[src/rtl/ula_pkg.sv]
// Shared definitions for the ula ALU initiators.
// Data width, opcode values and sequencer state encoding.
package ula_pkg;

  localparam int DW = 4;

  typedef enum logic [2:0] {
    OP_ADD = 3'd0,
    OP_SUB = 3'd1,
    OP_SHL = 3'd2,
    OP_SHR = 3'd3,
    OP_AND = 3'd4,
    OP_OR  = 3'd5,
    OP_XOR = 3'd6,
    OP_NOT = 3'd7
  } op_e;

  localparam logic [1:0] ST_IDLE = 2'd0;
  localparam logic [1:0] ST_EXEC = 2'd1;
  localparam logic [1:0] ST_RESP = 2'd2;

endpackage

[src/rtl/ula_sel_enc.sv]
// Opcode to replicated ula select buses.
// Each select bus carries one opcode bit on all three lines.
module ula_sel_enc
  import ula_pkg::*;
(
  input  logic [2:0] op_i,
  output logic [2:0] x_o,
  output logic [2:0] y_o,
  output logic [2:0] z_o
);

  assign x_o = {3{op_i[0]}};
  assign y_o = {3{op_i[1]}};
  assign z_o = {3{op_i[2]}};

endmodule

[src/rtl/ula_seq.sv]
// Command sequencer driving an external combinational ula.
// IDLE accepts, EXEC lets the ALU settle, RESP returns the result.
module ula_seq
  import ula_pkg::*;
#(
  parameter int CNT_W = 8
) (
  input  logic             clk,
  input  logic             rst_n,
  input  logic             cmd_valid,
  output logic             cmd_ready,
  input  logic [2:0]       cmd_op,
  input  logic [DW-1:0]    cmd_a,
  input  logic [DW-1:0]    cmd_b,
  input  logic             cmd_use_acc,
  output logic [DW-1:0]    alu_a,
  output logic [DW-1:0]    alu_b,
  output logic [2:0]       alu_x,
  output logic [2:0]       alu_y,
  output logic [2:0]       alu_z,
  input  logic [DW-1:0]    alu_s,
  output logic             rsp_valid,
  input  logic             rsp_ready,
  output logic [DW-1:0]    rsp_data,
  output logic             rsp_zero,
  output logic [2:0]       rsp_op,
  output logic [DW-1:0]    acc,
  output logic [CNT_W-1:0] op_count
);

  logic [1:0]       state_q, state_d;
  logic [DW-1:0]    a_q, a_d;
  logic [DW-1:0]    b_q, b_d;
  logic [2:0]       op_q, op_d;
  logic [2:0]       x_q, x_d;
  logic [2:0]       y_q, y_d;
  logic [2:0]       z_q, z_d;
  logic [DW-1:0]    data_q, data_d;
  logic             zero_q, zero_d;
  logic [2:0]       rop_q, rop_d;
  logic [DW-1:0]    acc_q, acc_d;
  logic             vld_q, vld_d;
  logic [CNT_W-1:0] cnt_q, cnt_d;

  logic [2:0] enc_x, enc_y, enc_z;

  ula_sel_enc u_enc (
    .op_i (cmd_op),
    .x_o  (enc_x),
    .y_o  (enc_y),
    .z_o  (enc_z)
  );

  always_comb begin
    state_d = state_q;
    a_d     = a_q;
    b_d     = b_q;
    op_d    = op_q;
    x_d     = x_q;
    y_d     = y_q;
    z_d     = z_q;
    data_d  = data_q;
    zero_d  = zero_q;
    rop_d   = rop_q;
    acc_d   = acc_q;
    vld_d   = vld_q;
    cnt_d   = cnt_q;
    unique case (state_q)
      ST_IDLE: begin
        if (cmd_valid) begin
          // acc here is the previous result
          a_d     = cmd_use_acc ? acc_q : cmd_a;
          b_d     = cmd_b;
          op_d    = cmd_op;
          x_d     = enc_x;
          y_d     = enc_y;
          z_d     = enc_z;
          state_d = ST_EXEC;
        end
      end
      ST_EXEC: begin
        data_d  = alu_s;
        acc_d   = alu_s;
        zero_d  = (alu_s == '0);
        rop_d   = op_q;
        vld_d   = 1'b1;
        state_d = ST_RESP;
      end
      ST_RESP: begin
        if (rsp_ready) begin
          vld_d   = 1'b0;
          cnt_d   = cnt_q + CNT_W'(1);
          state_d = ST_IDLE;
        end
      end
      default: begin
        vld_d   = 1'b0;
        state_d = ST_IDLE;
      end
    endcase
  end

  always_ff @(posedge clk) begin
    if (!rst_n) begin
      state_q <= ST_IDLE;
      a_q     <= '0;
      b_q     <= '0;
      op_q    <= '0;
      x_q     <= '0;
      y_q     <= '0;
      z_q     <= '0;
      data_q  <= '0;
      zero_q  <= 1'b0;
      rop_q   <= '0;
      acc_q   <= '0;
      vld_q   <= 1'b0;
      cnt_q   <= '0;
    end else begin
      state_q <= state_d;
      a_q     <= a_d;
      b_q     <= b_d;
      op_q    <= op_d;
      x_q     <= x_d;
      y_q     <= y_d;
      z_q     <= z_d;
      data_q  <= data_d;
      zero_q  <= zero_d;
      rop_q   <= rop_d;
      acc_q   <= acc_d;
      vld_q   <= vld_d;
      cnt_q   <= cnt_d;
    end
  end

  assign cmd_ready = rst_n & (state_q == ST_IDLE);
  assign alu_a     = a_q;
  assign alu_b     = b_q;
  assign alu_x     = x_q;
  assign alu_y     = y_q;
  assign alu_z     = z_q;
  assign rsp_valid = vld_q;
  assign rsp_data  = data_q;
  assign rsp_zero  = zero_q;
  assign rsp_op    = rop_q;
  assign acc       = acc_q;
  assign op_count  = cnt_q;

endmodule

[config.mk]
export PLATFORM = sky130hd
export DESIGN_NAME = ula_seq
export DESIGN_NICKNAME = d
export VERILOG_FILES = /design/src/rtl/ula_pkg.sv /design/src/rtl/ula_sel_enc.sv /design/src/rtl/ula_seq.sv
export SDC_FILE = /design/constraint.sdc
export NUM_CORES = 1
export LEC_CHECK = 0
export CORE_UTILIZATION = 40
export CTS_BUF_LIST = sky130_fd_sc_hd__clkbuf_4 sky130_fd_sc_hd__clkbuf_8
export CTS_CLUSTER_SIZE = 10
export DETAILED_ROUTE_END_ITERATION = 6
export HOLD_SLACK_MARGIN = 0.06
export PLACE_DENSITY = 0.85
export SLEW_MARGIN = 5
export SYNTH_ARGS = -nofsm -noshare
export SYNTH_HDL_FRONTEND = slang
export SYNTH_SLANG_ARGS = --single-unit
[constraint.sdc]
create_clock -name clk -period 2.6 [get_ports clk]
set_clock_uncertainty 0.05 [all_clocks]
set_input_delay 0.39 -clock clk [delete_from_list [all_inputs] [get_ports clk]]
set_output_delay 0.39 -clock clk [all_outputs]
set_load 0.05 [all_outputs]
==> impl.org <==
** Critical path
- Internal reg-to-reg setup slack :: 1.06 ns
- At the worst endpoint, the arrival time is about 1.6 ns.
- Worst setup path category :: flip-flop to output port
- Buffers & Inverters on Critical Path :: 1
- Critical path's top delay family :: buffers and inverters
- Register-to-Register Path Depth :: 3
- STA classifies the critical path startpoint as a flip-flop.
- Top fanout value on the critical path :: 6
- The startpoint identified for the worst register-to-register timing path is state_q[0].
- CP Data Required Time :: between 2 and 2.5 ns
- Sort of element at the end of the critical path :: output port
- Number of gates on the worst path with buffers counted :: 1
- Worst-path cell chain :: clkdlybuf4s50_1
- The largest individual stage delay along the critical path comes from the cell sky130_fd_sc_hd__clkdlybuf4s50_1.
- Max incr delay on CP :: around 0.85 ns
- In this run the critical register-to-register path is captured at acc[3].

** Power
- Summed over all nets, the switching power comes to approximately 0.32 mW.
- P per Cell Area :: ~530 mW/mm^2
- The design draws between 1 and 1.5 mW.
- The share of total power dissipated in sequential elements is 0.487.
- The analysis attributes to cell leakage a power of 0.748 nW.
- The worst-case IR drop observed on VDD is just under 0.3 mV.
- Clock Power Share :: 0.265
- Of the total power, the share spent switching nets is 0.313.
- The share of total power dissipated in combinational logic is 0.248.
- Internal power :: between 0.7 and 0.8 mW

** Synth
- Distinct cell type count after synthesis :: 32
- Cells after Synth :: ~150
- Number of enable flip-flop cells after synthesis :: 0
- Async set-reset flop share out of synthesis :: 0
- Summing every instance area after synthesis gives approximately 0.0014 sq mm.
- Post-synthesis net count :: 170
- Counting flops and latches in the post-synthesis netlist gives 30.
- Yosys warnings :: 0
- Dividing the synthesized area by the synthesized cell count gives roughly 9 sq um.
- For this run, the register share of the synthesized area comes to 0.444.
- Leading register cell type out of synthesis :: sky130_fd_sc_hd__dfxtp_1

** Min path
- Tightest Hold Check Type :: flip-flop to flip-flop
- In this run the most critical hold path is launched from alu_b[0].
- End point of the most critical hold path :: alu_b[0]
- Counting instances, the worst hold path has a depth of 2.

** STA
- At the pin with the least slew margin, the transition time is 0.572 ns.
- Setup repair after global routing left no endpoint under its margin.
- Highest attainable clock frequency :: about 490 MHz
- Final Max Slew Viols :: 0
- In this run the tightest slew margin relative to its limit is 0.618.
- Worst setup margin :: approximately 0.54 ns
- Final min period :: 2.06 ns
- Setup-violating endpoint count in the final report :: 0
- In the final timing run, aggregate negative setup slack is 0 ns.
- Count of endpoints failing hold in the final timing report :: 0
- Final critical-path share of the clock period :: 0.791
- The tightest hold path in the finished design has a slack of roughly 0.42 ns.

** Drt
- Final ANT Viol Nets :: 0
- For this run, design rule violations remaining after detail routing come to 0.
- The final layout contains routed wiring with a total length of around 3100 microns.
- WL per Instance :: between 10 and 15 microns
- After detailed routing, the number of vias per cell comes to 4.96.
- First-pass iteration count of the detailed router :: 4
- The first routing iteration left 49 violations.
- Count of vias placed by the detailed router :: roughly 1,200

** Die
- Starting density of the core :: 0.432
- From bottom edge to top edge, the die measures roughly 60 microns.
- The floorplan step defined a die boundary enclosing between 0.003 and 0.004 sq mm.
- The total area inside the core boundary comes to 0.00313 sq mm.
- Total I/O pin count :: a little under 60
- The floorplan step set the die width to around 60 microns.
- The floorplan has 20 rows.

** Clock network
- Total setup buffers inserted after CTS :: 0
- Clock tree from TritonCTS :: yes
- The tree is rooted in a sky130_fd_sc_hd__clkbuf_4.
- Cts-stage hold buffer count :: 0
- Number of sinks handled by clock tree synthesis :: 30
- The clock tree synthesis step divided the H-tree into 2 levels.
- For the worst-skew pair, the clock arrives at the later sink with an insertion delay of 0.33 ns.
- Clock input transition at the sequential cells of the worst setup and hold paths :: around 0.090 ns
- Post_cts resized :: 0
- Max clock buf depth :: 2
- Number of clock buffers inserted by TritonCTS :: 5

** Global routing
- In the global route stage, overall resource usage came out at 0.198.
- The initial antenna violation count is 0.
- Via count of the first global-routing pass :: 1,244
- First-pass GRT wire length :: 5150 microns
- Summed over all layers, the global routing overflow is 0.
- Entering global routing, the biggest net connects 32 pins.

** Outcome
- The flow ran to the end, and the final reports show no timing, DRC or antenna violations.

** Place
- OpenSTA, run right after detailed placement, puts the worst setup slack at 0.699 ns.
- After legalization and detailed placement, the total HPWL measured 2300 microns.
- Placed cell count :: approximately 230
- Instance area at placement :: 0.00189 sq mm
- Final weighted congestion of routability-driven global placement :: 0.816
- Port buffering added a little under 60 buffers.

** Layout
- # diodes :: 0
- The top cell types in the final layout, fill and taps aside, are sky130_fd_sc_hd__clkdlybuf4s50_1 (57), sky130_fd_sc_hd__nand2_1 (37), sky130_fd_sc_hd__dfxtp_1 (30).
- The finished layout holds ~240 standard cells, fillers aside.
- Number of nets in the layout :: between 200 and 250
- After routing the design area is ~0.0019 sq mm.
- In the final layout, the share of cells above drive strength 1 is 0.0615.
- Measured on the finished design, the core utilization comes to 0.620.
- Relative to the synthesized area, the layout overhead comes to 43.6%.
- Commonest non-fill, non-tap cell in the layout :: sky130_fd_sc_hd__clkdlybuf4s50_1

** Run
- Across the run, the number of max-cap violations was 0.
==> state kept, by name (all words and copies together) (netlist names) <==
name,count
op_count,8
rsp_zero,1
op_q,3
rsp_op,3
alu_b,4
acc,4
state_q,2
rsp_valid,1
alu_a,4
==> how the worst max path moves through the flow <==
stage	startpoint	to
6_report	op_count[2]	op_count[2]
5_1_grt	op_count[2]	op_count[2]
4_1_cts	op_count[2]	op_count[2]
3_5_place_dp	rst_n	cmd_ready
3_3_place_gp	rst_n	cmd_ready
2_1_floorplan	state_q[1]	cmd_ready
==> layout make-up <==
class,instances,area [sq um]
Sequential cell,30,601
Multi-Input combinational cell,97,621
Clock buffer,6,51.3
Inverter,2,7.51
Tap cell,44,55.1
Timing Repair Buffer,60,606
Fill cell,276,1190
==> metal layers <==
| layer | GRT usage | routed length, microns |
|---|---|---|
| met1 | 0.182 | 1180 |
| met2 | 0.367 | 1720 |
| met3 | 0.0844 | 194 |
| met4 | 0.0930 | 29 |
| met5 | 0 | 0 |
==> synthesized netlist by cell type (2+ instances only) <==
cell	instances	area (sq um)
sky130_fd_sc_hd__o21ai_0	3	15.0
sky130_fd_sc_hd__dfxtp_1	30	601
sky130_fd_sc_hd__nor4_1	2	12.5
sky130_fd_sc_hd__a21boi_0	17	128
sky130_fd_sc_hd__nor2b_1	2	12.5
sky130_fd_sc_hd__o211a_1	5	50.1
sky130_fd_sc_hd__buf_4	10	75.1
sky130_fd_sc_hd__nand2b_1	3	18.8
sky130_fd_sc_hd__nand2_1	37	139
sky130_fd_sc_hd__xnor2_1	2	17.5
sky130_fd_sc_hd__buf_2	2	10.0
sky130_fd_sc_hd__or3_1	2	12.5
sky130_fd_sc_hd__and2_1	3	18.8
sky130_fd_sc_hd__inv_1	2	7.51
sky130_fd_sc_hd__nor3b_1	2	15.0
sky130_fd_sc_hd__clkbuf_1	6	22.5
sky130_fd_sc_hd__mux2i_1	6	60.1
==> cell families after synthesis <==
| kind of cell | Yosys count | synth area share |
|---|---|---|
| AOI/OAI and AO/OA | 30 | 0.172 |
| xor gates and xnor gates | 2 | 0.0130 |
| adders and majority gates | 1 | 0.00926 |
| buffers and inverters | 22 | 0.0963 |
| DFF | 30 | 0.444 |
| muxes | 6 | 0.0444 |
| and+or+nand+nor | 58 | 0.220 |
==> power groups by stage <==
stage	Sequential (mW)	Clock (mW)	Combinational, mW
after floorplan	0.566	0	0.109
final	0.498	0.271	0.254
after detailed placement	0.509	0	0.255
after global routing	0.502	0.300	0.267
after global placement	0.507	0	0.251
after CTS	0.499	0.278	0.256
No activity file was read; power rests on OpenSTA's default activity.
